<file path="src/rtl/uart_pkg.sv">
`default_nettype none
// ============================================================================
//  Module      : uart_pkg
//  Description : Definitions shared by the UART receiver and transmitter:
//                receiver FSM state encoding and oversampling constants.
//  Revision    : 1.0 - initial release
// ============================================================================
package uart_pkg;

    // Ticks per bit period delivered by the baud rate generator.
    localparam int OVERSAMPLE = 16;

    // Tick index (0-based) at the middle of the start bit.
    localparam int MID_SAMPLE = 7;

    // Receiver FSM state encoding.
    typedef enum logic [1:0] {
        RX_IDLE  = 2'd0,
        RX_START = 2'd1,
        RX_DATA  = 2'd2,
        RX_STOP  = 2'd3
    } rx_state_t;

endpackage : uart_pkg
`default_nettype wire

</file>
<file path="src/rtl/uart_rx_oversampled_if.sv">
`default_nettype none
// ============================================================================
//  Module      : uart_rx_oversampled_if
//  Description : Signal bundle between the UART receiver and its environment:
//                oversampling tick and serial line in, received word and
//                status pulses out.
//  Revision    : 1.0 - initial release
// ============================================================================
interface uart_rx_oversampled_if #(
    parameter int DBIT = 8
) ();

    logic            s_tick;
    logic            rx;
    logic [DBIT-1:0] rx_dout;
    logic            rx_done_tick;
    logic            frame_err;

    // Receiver side.
    modport slave (
        input  s_tick,
        input  rx,
        output rx_dout,
        output rx_done_tick,
        output frame_err
    );

    // Side that owns the tick and the line and consumes the results.
    modport master (
        output s_tick,
        output rx,
        input  rx_dout,
        input  rx_done_tick,
        input  frame_err
    );

endinterface : uart_rx_oversampled_if
`default_nettype wire

</file>
<file path="src/rtl/uart_rx_oversampled_sync_2ff.sv">
`default_nettype none
// ============================================================================
//  Module      : sync_2ff
//  Description : Two-flop synchronizer for a single asynchronous input.
//                Both flops load RESET_VAL in reset so that a line with a
//                known idle level reads as idle straight out of reset.
//  Revision    : 1.0 - initial release
// ============================================================================
module sync_2ff #(
    parameter logic RESET_VAL = 1'b1
) (
    input  wire logic clk,
    input  wire logic rst,
    input  wire logic i_d,
    output logic      o_q
);

    logic r_meta;
    logic r_sync;

    // Two-stage resynchronisation into the clk domain.
    always_ff @(posedge clk) begin
        if (rst) begin
            r_meta <= RESET_VAL;
            r_sync <= RESET_VAL;
        end else begin
            r_meta <= i_d;
            r_sync <= r_meta;
        end
    end

    assign o_q = r_sync;

endmodule : sync_2ff
`default_nettype wire

</file>
<file path="src/rtl/uart_rx_oversampled.sv">
`default_nettype none
// ============================================================================
//  Module      : uart_rx_oversampled
//  Description : UART serial receiver driven by a 16x oversampling tick.
//                Finds the start bit, samples every data bit at its middle
//                (LSB first), checks the stop level and presents the word
//                with a one-clock done pulse and a coincident framing-error
//                pulse.
//  Revision    : 1.0 - initial release
// ============================================================================
module uart_rx_oversampled
    import uart_pkg::*;
#(
    parameter int DBIT    = 8,
    parameter int SB_TICK = 16
) (
    input  wire logic            clk,
    input  wire logic            reset,
    uart_rx_oversampled_if.slave bus
);

    // Bit counter width; at least one bit even for a single-bit word.
    localparam int NW = (DBIT > 1) ? $clog2(DBIT) : 1;

    // ------------------------------------------------------------------
    // Declarations
    // ------------------------------------------------------------------
    logic            w_rx_s;

    rx_state_t       r_state;
    rx_state_t       w_state_nx;

    logic [5:0]      r_s_cnt;
    logic [5:0]      w_s_cnt_nx;
    logic [NW-1:0]   r_n_cnt;
    logic [NW-1:0]   w_n_cnt_nx;
    logic [DBIT-1:0] r_shift;
    logic [DBIT-1:0] w_shift_nx;

    logic [DBIT-1:0] r_dout;
    logic [DBIT-1:0] w_dout_nx;
    logic            r_done;
    logic            w_done_nx;
    logic            r_ferr;
    logic            w_ferr_nx;

    logic            w_start_mid;
    logic            w_bit_end;
    logic            w_stop_end;
    logic            w_last_bit;

    // ------------------------------------------------------------------
    // Input synchronizer: the line idles high, so reset to 1 keeps the
    // receiver from seeing a false start edge when reset is released.
    // ------------------------------------------------------------------
    sync_2ff #(
        .RESET_VAL (1'b1)
    ) u_sync_rx (
        .clk (clk),
        .rst (reset),
        .i_d (bus.rx),
        .o_q (w_rx_s)
    );

    // ------------------------------------------------------------------
    // Sampling-point decodes; all of them are qualified by the tick.
    // ------------------------------------------------------------------
    assign w_start_mid = bus.s_tick && (r_s_cnt == 6'(MID_SAMPLE));
    assign w_bit_end   = bus.s_tick && (r_s_cnt == 6'(OVERSAMPLE - 1));
    assign w_stop_end  = bus.s_tick && (r_s_cnt == 6'(SB_TICK - 1));
    assign w_last_bit  = (r_n_cnt == NW'(DBIT - 1));

    // ------------------------------------------------------------------
    // FSM state register.
    // ------------------------------------------------------------------
    always_ff @(posedge clk) begin
        if (reset) begin
            r_state <= RX_IDLE;
        end else begin
            r_state <= w_state_nx;
        end
    end

    // Next-state logic: only the IDLE exit ignores the tick.
    always_comb begin
        w_state_nx = r_state;
        case (r_state)
            RX_IDLE: begin
                if (!w_rx_s) begin
                    w_state_nx = RX_START;
                end
            end
            RX_START: begin
                // Line back high at the start-bit middle means a glitch.
                if (w_start_mid) begin
                    w_state_nx = w_rx_s ? RX_IDLE : RX_DATA;
                end
            end
            RX_DATA: begin
                if (w_bit_end && w_last_bit) begin
                    w_state_nx = RX_STOP;
                end
            end
            RX_STOP: begin
                if (w_stop_end) begin
                    w_state_nx = RX_IDLE;
                end
            end
            default: begin
                w_state_nx = RX_IDLE;
            end
        endcase
    end

    // Output decode: the word is delivered at the stop sampling point
    // regardless of the stop level; the level only drives frame_err.
    always_comb begin
        w_done_nx = 1'b0;
        w_ferr_nx = 1'b0;
        w_dout_nx = r_dout;
        if ((r_state == RX_STOP) && w_stop_end) begin
            w_done_nx = 1'b1;
            w_ferr_nx = ~w_rx_s;
            w_dout_nx = r_shift;
        end
    end

    // ------------------------------------------------------------------
    // Datapath next values: tick counter, bit counter, shift register.
    // ------------------------------------------------------------------
    always_comb begin
        w_s_cnt_nx = r_s_cnt;
        w_n_cnt_nx = r_n_cnt;
        w_shift_nx = r_shift;
        case (r_state)
            RX_IDLE: begin
                if (!w_rx_s) begin
                    w_s_cnt_nx = 6'd0;
                end
            end
            RX_START: begin
                if (w_start_mid) begin
                    w_s_cnt_nx = 6'd0;
                    w_n_cnt_nx = '0;
                end else if (bus.s_tick) begin
                    w_s_cnt_nx = r_s_cnt + 6'd1;
                end
            end
            RX_DATA: begin
                if (w_bit_end) begin
                    // Right shift: the first (LSB) bit ends up in bit 0.
                    w_shift_nx = {w_rx_s, r_shift[DBIT-1:1]};
                    w_s_cnt_nx = 6'd0;
                    if (!w_last_bit) begin
                        w_n_cnt_nx = r_n_cnt + NW'(1);
                    end
                end else if (bus.s_tick) begin
                    w_s_cnt_nx = r_s_cnt + 6'd1;
                end
            end
            RX_STOP: begin
                if (bus.s_tick && !w_stop_end) begin
                    w_s_cnt_nx = r_s_cnt + 6'd1;
                end
            end
            default: begin
                w_s_cnt_nx = 6'd0;
            end
        endcase
    end

    // Datapath and registered output flops.
    always_ff @(posedge clk) begin
        if (reset) begin
            r_s_cnt <= 6'd0;
            r_n_cnt <= '0;
            r_shift <= '0;
            r_dout  <= '0;
            r_done  <= 1'b0;
            r_ferr  <= 1'b0;
        end else begin
            r_s_cnt <= w_s_cnt_nx;
            r_n_cnt <= w_n_cnt_nx;
            r_shift <= w_shift_nx;
            r_dout  <= w_dout_nx;
            r_done  <= w_done_nx;
            r_ferr  <= w_ferr_nx;
        end
    end

    assign bus.rx_dout      = r_dout;
    assign bus.rx_done_tick = r_done;
    assign bus.frame_err    = r_ferr;

endmodule : uart_rx_oversampled
`default_nettype wire

</file>
<file path="src/flat_wrapper.sv">
// flat-port wrapper written by rule: the top's interface ports become plain ports
module uart_rx_oversampled_flat import uart_pkg::*;
#(
    parameter int DBIT    = 8,
    parameter int SB_TICK = 16
)
  (clk, reset, bus_s_tick, bus_rx, bus_rx_dout, bus_rx_done_tick, bus_frame_err);
  uart_rx_oversampled_if #(.DBIT(DBIT)) bus_i ();
  input  wire logic clk;
  input  wire logic reset;
  input wire logic [$bits(bus_i.s_tick)-1:0] bus_s_tick;
  input wire logic [$bits(bus_i.rx)-1:0] bus_rx;
  output wire logic [$bits(bus_i.rx_dout)-1:0] bus_rx_dout;
  output wire logic [$bits(bus_i.rx_done_tick)-1:0] bus_rx_done_tick;
  output wire logic [$bits(bus_i.frame_err)-1:0] bus_frame_err;
  assign bus_i.s_tick = bus_s_tick;
  assign bus_i.rx = bus_rx;
  assign bus_rx_dout = bus_i.rx_dout;
  assign bus_rx_done_tick = bus_i.rx_done_tick;
  assign bus_frame_err = bus_i.frame_err;
  uart_rx_oversampled #(.DBIT(DBIT), .SB_TICK(SB_TICK)) u_core (.clk(clk), .reset(reset), .bus(bus_i));
endmodule
</file>
<file path="config.mk">
export PLATFORM = sky130hd
export DESIGN_NAME = uart_rx_oversampled_flat
export DESIGN_NICKNAME = d
export VERILOG_FILES = /design/src/rtl/uart_pkg.sv /design/src/rtl/uart_rx_oversampled_if.sv /design/src/rtl/uart_rx_oversampled_sync_2ff.sv /design/src/rtl/uart_rx_oversampled.sv /design/src/flat_wrapper.sv
export SDC_FILE = /design/constraint.sdc
export NUM_CORES = 1
export LEC_CHECK = 0
export ABC_CLOCK_PERIOD_IN_PS = 4900
export BUFFER_PORTS_ARGS = -buffer_cell sky130_fd_sc_hd__buf_2
export CORE_MARGIN = 2
export CORE_UTILIZATION = 60
export CTS_BUF_LIST = sky130_fd_sc_hd__clkbuf_4 sky130_fd_sc_hd__clkbuf_8 sky130_fd_sc_hd__clkbuf_16
export DETAILED_ROUTE_END_ITERATION = 8
export GPL_TIMING_DRIVEN = 0
export PLACE_DENSITY = 0.82
export SLEW_MARGIN = 10
export SYNTH_ARGS = -nofsm -noshare
export SYNTH_HDL_FRONTEND = slang
export SYNTH_SLANG_ARGS = --single-unit
</file>
<file path="constraint.sdc">
create_clock -name clk -period 4.9 [get_ports clk]
set_input_delay 0.98 -clock clk [delete_from_list [all_inputs] [get_ports clk]]
set_output_delay 0.98 -clock clk [all_outputs]
set_load 0.03 [all_outputs]
</file>
# --- Yosys cells after proc, flatten, opt, wreduce, memory -nomap -nowiden ---
# Index checks and enable logic that the tools add are counted.
# Widths: inputs -> output; s select.
word_totals:
  register_bits: 31
  inputBits: 4
  out_inout_bits: 10
  elab_cells: 56
classes:
  addsub: 2
  n_eq_ne: 13
  mux: 17
  bitwise_logic: 2
  reduce_logical: 13
op_table:
  columns: ["cell", "count"]
  rows:
  - ["$mux 6", 5]
  - ["$pmux 6 s4", 1]
  - ["$mux 2", 5]
  - ["$mux 3", 3]
  - ["$ne 2x1->1 const B", 4]
  - ["$pmux 2 s4", 1]
  - ["$reduce_and 4->1", 2]
  - ["$add 6x1->6 const B", 1]
  - ["$eq 6x3->1 const B", 1]
  - ["$eq 6x4->1 const B", 1]
  - ["$ne 2x2->1 const B", 3]
  - ["$pmux 3 s2", 1]
  - ["$logic_and 1x1->1", 5]
  - ["$eq 2x2->1 const B", 2]
  - ["$reduce_and 2->1", 2]
  - ["$add 3x1->3 const B", 1]
  - ["$eq 3x3->1 const B", 1]
  - ["$eq 2x1->1 const B", 1]
  - ["$logic_not 2->1", 1]
  - ["$not 1->1", 2]
  - ["$reduce_bool 2->1", 1]
  - ["$reduce_or 2->1", 1]
  - ["$logic_not 1->1", 1]
  - ["$mux 1", 1]

# --- Logic depth before layout (Yosys ltp) ---
# Gate-level depths: netlist of run 1.
logic_depth:
  depth_word: 6
  mapped_depth: 6
  depth_no_buf: 6

# --- Cells and area by module ---
# A second synthesis of run 1 with hierarchy kept.
unflattened:
  cells_unflattened: 185
  hier_area_um2: 1596.5
modules_own_cells:
  columns: ["mod", "instances", "cells_per_inst", "area_each_um2"]
  rows:
  - ["uart_rx_oversampled", 1, 181, 1544.0]
  - ["sync_2ff", 1, 4, 52.6]

# --- Worst setup path after synthesis of run 1 ---
# OpenSTA, ideal clock, no wires.
synth_timing:
  path_type: "input-to-reg"
  startpoint: "input bus_s_tick"
  endpoint: "register u_core.r_s_cnt[3]"
  setup_ns: 0.122
  arrival_ns: 2.017
  required_ns: 4.778
  setup_slack_ns: 2.761
  path_stages: 4
  n_path_buf: 1
  path_cell_list: "buf_2 and3b_1 a311o_1 o311a_1"
synth_between:
  elab_chain_len: 5
synth_rtl:
  columns: ["item", "line", "text"]
  rows:
  - ["from (decl)", "flat_wrapper.sv:11", "input wire logic [$bits(bus_i.s_tick)-1:0] bus_s_tick;"]
  - ["$logic_and 1x1->1", "uart_rx_oversampled.sv:69, uart_rx_oversampled.sv:70", null]
  - ["$logic_not 1->1", "uart_rx_oversampled.sv:162", "if (bus.s_tick && !w_stop_end) begin"]
  - ["$logic_and 1x1->1", "uart_rx_oversampled.sv:162", null]
  - ["$ne 2x2->1 (no line)", null, null]
  - ["$reduce_and 2->1 (no line)", null, null]
  - ["to (signal assigned)", "uart_rx_oversampled.sv:182", "r_s_cnt <= w_s_cnt_nx;"]
  - ["to (decl)", "uart_rx_oversampled.sv:33", "logic [5:0] r_s_cnt;"]
# Several ways; a longest one is shown, not always the timed one.
# A chain may end at the register's enable or synchronous reset.

# --- Worst setup path after layout of run 1 ---
layout_timing:
  startpoint: "input bus_s_tick"
  endpoint: "register u_core.r_s_cnt[0]"
# Same word-level chain as after synthesis.

==> results of run 1 <==
-- state kept, by name, indices dropped and copies added (netlist names), named ones only --
register / cells
u_core.r_state: 1
u_core.r_s_cnt: 6
u_core.u_sync_rx.o_q: 1
u_core.u_sync_rx.r_meta: 1
u_core.bus.rx_done_tick: 1
u_core.r_n_cnt: 3
u_core.r_shift: 8
u_core.bus.frame_err: 1
u_core.bus.rx_dout: 8
-- cell type report --
type                    instances  share of cell area
multi-input cells             140              0.5017
clock buffers                   7             0.03604
flip-flops and latches         31              0.3437
inverters                       4            0.008316
plain buffers                  16             0.05198
well taps                      30             0.02079
repair buffers                 12             0.03326
clock inverters                 1            0.004158
-- stage by stage --
| step | std cells | total power [uW] | util | instance area, um2 | worst slack, ns |
|---|---|---|---|---|---|
| after floorplan | 191 | 284.3 | - | 1635 | 2.761 |
| after global placement | 233 | 292.2 | 0.6870 | 1733 | 2.595 |
| after detailed placement | 233 | 292.7 | 0.6870 | 1733 | 2.608 |
| final | 241 | 462.9 | 0.7158 | 1805 | 2.941 |
| after global routing | 241 | 477.4 | 0.7158 | 1805 | 2.799 |
| after CTS | 241 | 464.7 | 0.7158 | 1805 | 2.972 |
-- worst register-to-register path, stage by stage, from the launching register on --
cell,delay [ns]
sky130_fd_sc_hd__dfxtp_1,0.35
sky130_fd_sc_hd__ha_1,0.31
sky130_fd_sc_hd__and4bb_2,0.29
sky130_fd_sc_hd__buf_6,0.15
sky130_fd_sc_hd__a311oi_1,0.38
sky130_fd_sc_hd__o211ai_1,0.17
sky130_fd_sc_hd__a21oi_1,0.17
-- worst min path at each step --
stage	startpoint	end	cells past startpoint
5_1_grt	u_core.u_sync_rx.r_meta$_SDFF_PP1_	u_core.u_sync_rx.o_q$_SDFF_PP1_	1
3_3_place_gp	u_core.u_sync_rx.r_meta$_SDFF_PP1_	u_core.u_sync_rx.o_q$_SDFF_PP1_	1
4_1_cts	u_core.u_sync_rx.r_meta$_SDFF_PP1_	u_core.u_sync_rx.o_q$_SDFF_PP1_	1
3_5_place_dp	u_core.u_sync_rx.r_meta$_SDFF_PP1_	u_core.u_sync_rx.o_q$_SDFF_PP1_	1
2_1_floorplan	u_core.u_sync_rx.r_meta$_SDFF_PP1_	u_core.u_sync_rx.o_q$_SDFF_PP1_	1
6_report	u_core.u_sync_rx.r_meta$_SDFF_PP1_	u_core.u_sync_rx.o_q$_SDFF_PP1_	1
-- kinds of logic (layout without fill, tap and decap cells) --
group / Yosys count / in the layout / share of synthesized area
compound gates: 46 / 46 / 0.1966
xor+xnor: 3 / 3 / 0.01607
fa+ha+maj: 3 / 3 / 0.02296
buf+inv: 20 / 40 / 0.06656
flops: 31 / 31 / 0.3795
mux: 10 / 10 / 0.06274
simple gates: 78 / 78 / 0.2556
-- power by group --
part	total (uW)	leakage, uW	internal (uW)	switching, uW
clock network	175	0.0000375	83.8	91.0
logic	32.3	0.000447	10.8	21.6
registers	256	0.000250	254	1.82
-- Yosys cell counts, drive strengths merged, types with 4 or more instances --
master   n  area, um2
a21oi   18      90.09
buf     10      71.32
clkbuf   6      22.52
dfxtp   31      620.6
inv      4      15.01
mux2i    8      80.08
nand2   26      97.59
nand3    6      30.03
nor2    16      60.06
nor3     5      30.03
o21ai    6      30.03
or2      4      25.02
-- routing by layer --
metal / track usage / up-vias / part of all wire
met4: 0.08503 / 0 / 0.012
met5: 0 / - / 0
li1: - / 721 / -
met3: 0.07674 / 6 / 0.081
met1: 0.3396 / 677 / 0.44
met2: 0.4067 / 67 / 0.46
==> impl_summary.log, run 1 <==
INFO  metric status = completed
INFO  metric multiInputGateArea = 905.9 um2
INFO  metric timing.fmax = roughly 500 MHz
INFO  metric critical_path.endpoint = u_core.r_s_cnt[0]$_SDFFE_PP0P_
INFO  metric placeableCoreArea = 2522 um2
INFO  metric asyncSetResetFlopFracSynth = 0
INFO  metric flow.area_growth_from_synthesis = 10.41%
INFO  metric detail_route.wirelength = between 3000 and 4000 um
INFO  metric nets = 217
INFO  metric grt_pass1_wl = 6299 um
INFO  metric grt_pass1_vias = 1324
INFO  metric critical_path.n_buffers_inverters = 2
INFO  metric antennaDiodeCount = 0
INFO  metric postSynthCellCount = about 190
INFO  metric critical_path.startpoint = bus_s_tick
INFO  metric crit_path_max_fanout = 10
INFO  metric required = 5.18 ns
INFO  metric syn-cell-area = 1635 um2
INFO  metric worstSetupPathType = in -> reg
INFO  metric design.die.area = 3159 um2
INFO  metric resize_count_post_cts = 0
INFO  metric synth_enable_flop_cells = 0
INFO  metric detail_route.iter0.violations = 90
INFO  metric route.vias.total = 1471
INFO  metric critical-path-slowest-cell = sky130_fd_sc_hd__clkbuf_1
INFO  metric tritoncts = done
INFO  metric layout-drive-gt1-share = 0.1991
INFO  metric syn-mean-instance-area = 8.562 um2
INFO  metric cts_hold_buf = 0
INFO  metric clockRootBuffer = sky130_fd_sc_hd__clkbuf_4
INFO  metric yosys_most_used_dff = sky130_fd_sc_hd__dfxtp_1
INFO  metric timing.final.crit_share = 0.3998
INFO  metric synth_seq_cells = 31
INFO  metric cp-start-kind = input port
INFO  metric routed_wire_length_per_instance = 15.74 um
INFO  metric crit_path_end_kind = flop
INFO  metric cp_num_cells = 5
INFO  metric worstReg2RegStart = u_core.r_s_cnt[0]$_SDFFE_PP0P_
INFO  metric grt_overflow_total = 0
INFO  metric drv_slew = 0
INFO  metric port-buffer-count = 12
INFO  metric cts.path.max_buffers = 2
INFO  metric layout.cells.most_common = sky130_fd_sc_hd__dfxtp_1
INFO  metric cts_made_buffers = 5
INFO  metric postSynthNetCount = 198
INFO  metric critPathArrivalTime = 2.24 ns
INFO  metric initial_antenna_violation_count = 0
INFO  metric nFillCells = 218
INFO  metric relSlewSlack = 0.6394
INFO  metric grt_start_max_net_pins = 11
INFO  metric cap_violations = 0
INFO  metric r2r_end = u_core.r_s_cnt[4]$_SDFFE_PP0P_
INFO  metric timing.hold.worst.class = reg -> reg
INFO  metric critical_path.top_delay_family = buffers and inverters
INFO  metric io_pins = 14
INFO  metric cts.repair_timing.setup_buffer_count = 0
INFO  metric layout_common_cells = sky130_fd_sc_hd__dfxtp_1 (31), sky130_fd_sc_hd__nand2_1 (26), sky130_fd_sc_hd__buf_2 (18), sky130_fd_sc_hd__a21oi_1 (18), sky130_fd_sc_hd__nor2_1 (16)
INFO  metric gp_routability_congestion = between 0.9 and 1
INFO  metric seq_area_frac_synth = 0.3795
INFO  metric initial_utilization = 0.6483
INFO  metric number_of_warnings_printed_during_yosys_synthesis = 0
INFO  metric cp_cell_sequence = buf_2, clkbuf_1, o311ai_0, a21oi_1, mux2_2
INFO  metric vias_per_cell = 6.104
INFO  metric clock_sinks = 31
INFO  metric clock_pin_slew_of_the_registers_on_the_worst_case_setup_and_hold_paths = ~0.09 ns
INFO  metric setup_tns = 0 ns
INFO  metric clkLatencyLatePin = 0.34 ns
INFO  metric drt_first_pass_iters = 4
INFO  metric largest_stage_delay_on_the_critical_path = about 0.4 ns
INFO  metric place.detailed.hpwl = 2691 um
INFO  metric timing_hold_violations_final = 0
INFO  metric floorplan.rows = 18
INFO  metric worst_hold_slack = 0.4369 ns
INFO  metric vdd_drop_max = 0.2128 mV
INFO  metric power.density = 256.4 nW/um2
INFO  metric setup_repair_after_global_routing_missed_its_margin = no
INFO  metric max_slew.worst_pin.slew = 0.5379 ns
INFO  metric antenna_violating_nets_post_route = 0
INFO  metric synth.distinct_cells = between 40 and 50
INFO  metric skew = 0.01298 ns
INFO  metric finalSetupViolations = 0
INFO  metric p_leak = 0.0007348 uW
INFO  metric total_track_usage = 0.2588
INFO  metric h-tree-depth = 2
INFO  metric dieWidth = 56.21 um
INFO  metric ff2ff_setup_slack = 3.02 ns
INFO  metric drt_drc_violations_left = 0
INFO  metric min_period = ~2.0 ns
INFO  metric vertical_extent_of_the_die = 56.21 um
INFO  metric r2r_cells = 6
INFO  metric seq_area = between 600 and 700 um2
Note: power is estimated with default switching activity, not from simulation.
==> run 2, diff against run 1 <==
--- a/config.mk
+++ b/config.mk
@@ -5,14 +5,14 @@
 export SDC_FILE = /design/constraint.sdc
 export NUM_CORES = 1
 export LEC_CHECK = 0
-export ABC_CLOCK_PERIOD_IN_PS = 4900
+export ABC_CLOCK_PERIOD_IN_PS = 1900
 export BUFFER_PORTS_ARGS = -buffer_cell sky130_fd_sc_hd__buf_2
 export CORE_MARGIN = 2
-export CORE_UTILIZATION = 60
+export CORE_UTILIZATION = 58
 export CTS_BUF_LIST = sky130_fd_sc_hd__clkbuf_4 sky130_fd_sc_hd__clkbuf_8 sky130_fd_sc_hd__clkbuf_16
 export DETAILED_ROUTE_END_ITERATION = 8
 export GPL_TIMING_DRIVEN = 0
-export PLACE_DENSITY = 0.82
+export PLACE_DENSITY = 0.8
 export SLEW_MARGIN = 10
 export SYNTH_ARGS = -nofsm -noshare
 export SYNTH_HDL_FRONTEND = slang
==> constraint.sdc (replaced) <==
create_clock -name clk -period 1.9 [get_ports clk]
set_input_delay 0.38 -clock clk [delete_from_list [all_inputs] [get_ports clk]]
set_output_delay 0.38 -clock clk [all_outputs]
set_load 0.03 [all_outputs]
==> impl_summary.log, run 2 (synthesis results as in run 1) <==
INFO  metric status = completed
INFO  metric clkLatencyLatePin = 0.32 ns (-0.02 ns)
INFO  metric timing.fmax = 574.2 MHz
INFO  metric place.detailed.hpwl = 2425 um (-9.9%)
INFO  metric worst_hold_slack = 0.2385 ns (-0.1984 ns)
INFO  metric crit_path_end_kind = flop
INFO  metric detail_route.wirelength = 3418 um (-9.9%)
INFO  metric flow.area_growth_from_synthesis = 11.48%
INFO  metric finish.instance_area = 1823 um2 (+0.97%)
INFO  metric floorplan.rows = 19 (+1)
INFO  metric p_int = 993.5 uW (+190%)
INFO  metric worstHoldPathCells = 2 (+1)
INFO  metric setup_tns = 0 ns (unchanged)
INFO  metric cp-start-kind = flop
INFO  metric min_period = ~1.7 ns
INFO  metric initial_utilization = 0.6034 (-0.04490)
INFO  metric skew = 0.01273 ns (-0.0002519 ns)
INFO  metric cap_violations = 0 (unchanged)
INFO  metric switching_share = 0.2167 (-0.03050)
INFO  metric grt_pass1_vias = 1265 (-4.5%)
INFO  metric critPathArrivalTime = 1.93 ns (-0.31 ns)
INFO  metric critical_path.startpoint = u_core.r_s_cnt[0]$_SDFFE_PP0P_
INFO  metric grt_start_max_net_pins = 11 (unchanged)
INFO  metric clockRootBuffer = sky130_fd_sc_hd__clkbuf_4
INFO  metric tritoncts = done
INFO  metric relSlewSlack = 0.6475 (+0.008083)
INFO  metric vertical_extent_of_the_die = 57.10 um (+1.6%)
INFO  metric routed_wire_length_per_instance = 14.12 um (-10%)
INFO  metric total_track_usage = 0.2161 (-0.04275)
INFO  metric layout_common_cells = sky130_fd_sc_hd__dfxtp_1 (31), sky130_fd_sc_hd__nand2_1 (26), sky130_fd_sc_hd__buf_2 (18), sky130_fd_sc_hd__a21oi_1 (18), sky130_fd_sc_hd__nor2_1 (16)
INFO  metric setup_repair_after_global_routing_missed_its_margin = no
INFO  metric max_slew.worst_pin.slew = 0.5258 ns (-0.01206 ns)
INFO  metric power.sequential.fraction = 0.519 (-0.033)
INFO  metric p_leak = 0.0007424 uW (+1.0%)
INFO  metric grt_overflow_total = 0 (unchanged)
INFO  metric final_core_utilization = 0.6727 (-0.04311)
INFO  metric power.density = 695.8 nW/um2 (+170%)
INFO  metric vias_per_cell = 5.975 (-2.1%)
INFO  metric ff2ff_setup_slack = 0.16 ns (-2.86 ns)
INFO  metric detail_route.iter0.violations = 91 (+1.1%)
INFO  metric hold-path-endpoint = u_core.u_sync_rx.r_meta$_SDFF_PP1_
INFO  metric hold_path_startpoint = bus_rx
INFO  metric pwr-share-comb = 0.064 (-0.006)
INFO  metric nets = 217 (unchanged)
INFO  metric placed_area = 1734 um2 (about the same)
INFO  metric timing_hold_violations_final = 0 (unchanged)
INFO  metric clock_pin_slew_of_the_registers_on_the_worst_case_setup_and_hold_paths = 0.09 ns (about the same)
INFO  metric netSwitchingPower = 274.9 uW (+140%)
INFO  metric dieWidth = 57.10 um (+1.6%)
INFO  metric layout_setup_ws = 0.1585 ns (-2.782 ns)
INFO  metric initial_antenna_violation_count = 0 (unchanged)
INFO  metric crit_path_max_fanout = 10 (unchanged)
INFO  metric cts.repair_timing.setup_buffer_count = 0 (unchanged)
INFO  metric worstSetupPathType = reg -> reg
INFO  metric cts_hold_buf = 0 (unchanged)
INFO  metric antennaDiodeCount = 0 (unchanged)
INFO  metric grt_pass1_wl = 5623 um (-11%)
INFO  metric vdd_drop_max = 0.9691 mV (+360%)
INFO  metric design.die.area = 3260 um2 (+3.2%)
INFO  metric worstReg2RegStart = u_core.r_s_cnt[0]$_SDFFE_PP0P_
INFO  metric port-buffer-count = 12 (unchanged)
INFO  metric h-tree-depth = 2 (unchanged)
INFO  metric drt_first_pass_iters = 6 (+2)
INFO  metric r2r_cells = 6 (unchanged)
INFO  metric resize_count_post_cts = 0 (unchanged)
INFO  metric gp_routability_congestion = 0.9662 (+2.6%)
INFO  metric finalSetupViolations = 0 (unchanged)
INFO  metric clock_power_share = 0.416 (+0.038)
INFO  metric clock_sinks = 31 (unchanged)
INFO  metric drt_drc_violations_left = 0 (unchanged)
INFO  metric layout-drive-gt1-share = 0.2038 (+0.004739)
INFO  metric route.vias.total = 1446 (-1.7%)
INFO  metric antenna_violating_nets_post_route = 0 (unchanged)
INFO  metric io_pins = 14 (unchanged)
INFO  metric cts.path.max_buffers = 2 (unchanged)
INFO  metric timing.hold.worst.class = in -> reg
INFO  metric drv_slew = 0 (unchanged)
INFO  metric r2r_end = u_core.r_s_cnt[2]$_SDFFE_PP0P_
INFO  metric layout.cells.most_common = sky130_fd_sc_hd__dfxtp_1
INFO  metric required = 2.09 ns (-3.09 ns)
INFO  metric timing.final.crit_share = 0.9166
INFO  metric placeableCoreArea = 2710 um2 (+7.4%)
INFO  metric post-place-ws = 0.1214 ns (-2.486 ns)
INFO  metric cts_made_buffers = 5 (unchanged)
-- run 2: changes by cell type in the layout (fill, tap and decap cells not counted) --
cell	delta
sky130_fd_sc_hd__clkinvlp_4	-1
sky130_fd_sc_hd__ha_2	+1
sky130_fd_sc_hd__ha_1	-1
sky130_fd_sc_hd__bufinv_16	+1
sky130_fd_sc_hd__clkinv_2	+1
sky130_fd_sc_hd__clkbuf_8	-1
-- run 2: stage by stage --
stage	power, uW	cells
after floorplan	733.1	191
after global placement	750.9	234
after detailed placement	753.1	234
after CTS	1281	242
after global routing	1314	242
final	1268	242
-- run 2: worst max path at each step --
stage                                                     to  slack, ns  cells past startpoint
after floorplan               u_core.r_s_cnt[3]$_SDFFE_PP0P_       0.23                      4
after global placement        u_core.r_s_cnt[3]$_SDFFE_PP0P_       0.13                      4
after detailed placement      u_core.r_s_cnt[3]$_SDFFE_PP0P_       0.12                      4
after CTS                     u_core.r_s_cnt[2]$_SDFFE_PP0P_       0.11                      6
after global routing      u_core.bus.rx_dout[4]$_SDFFE_PP0N_       0.05                      6
final                         u_core.r_s_cnt[2]$_SDFFE_PP0P_       0.16                      6
-- run 2: layout make-up --
type	count	area, um2
plain buffers	16	93.84
inverters	4	15.01
clock buffers	6	51.30
multi-input cells	140	908.4
well taps	31	38.79
repair buffers	12	60.06
flip-flops and latches	31	620.6
clock inverters	2	35.03
fillers	233	887.1
-- run 2: power groups by stage --
stage                     sequential [uW]  clock [uW]  combinational (uW)
after floorplan                       673           0                60.6
after global placement                674           0                77.1
after detailed placement              674           0                79.0
after CTS                             659         543                79.3
after global routing                  660         566                88.6
final                                 659         528                81.6
-- run 2: critical path, cell delays in order, from the launching register on --
cell,delay [ns]
sky130_fd_sc_hd__dfxtp_1,0.38
sky130_fd_sc_hd__ha_2,0.27
sky130_fd_sc_hd__and4bb_2,0.28
sky130_fd_sc_hd__buf_6,0.16
sky130_fd_sc_hd__a211oi_1,0.08
sky130_fd_sc_hd__o311ai_0,0.34
sky130_fd_sc_hd__nand2_1,0.11
-- run 2: metal layers --
metal	wire (um)	global-route usage
met2	1599	0.3399
met5	0	0
met3	270	0.05442
met1	1526	0.2882
met4	21	0.07973
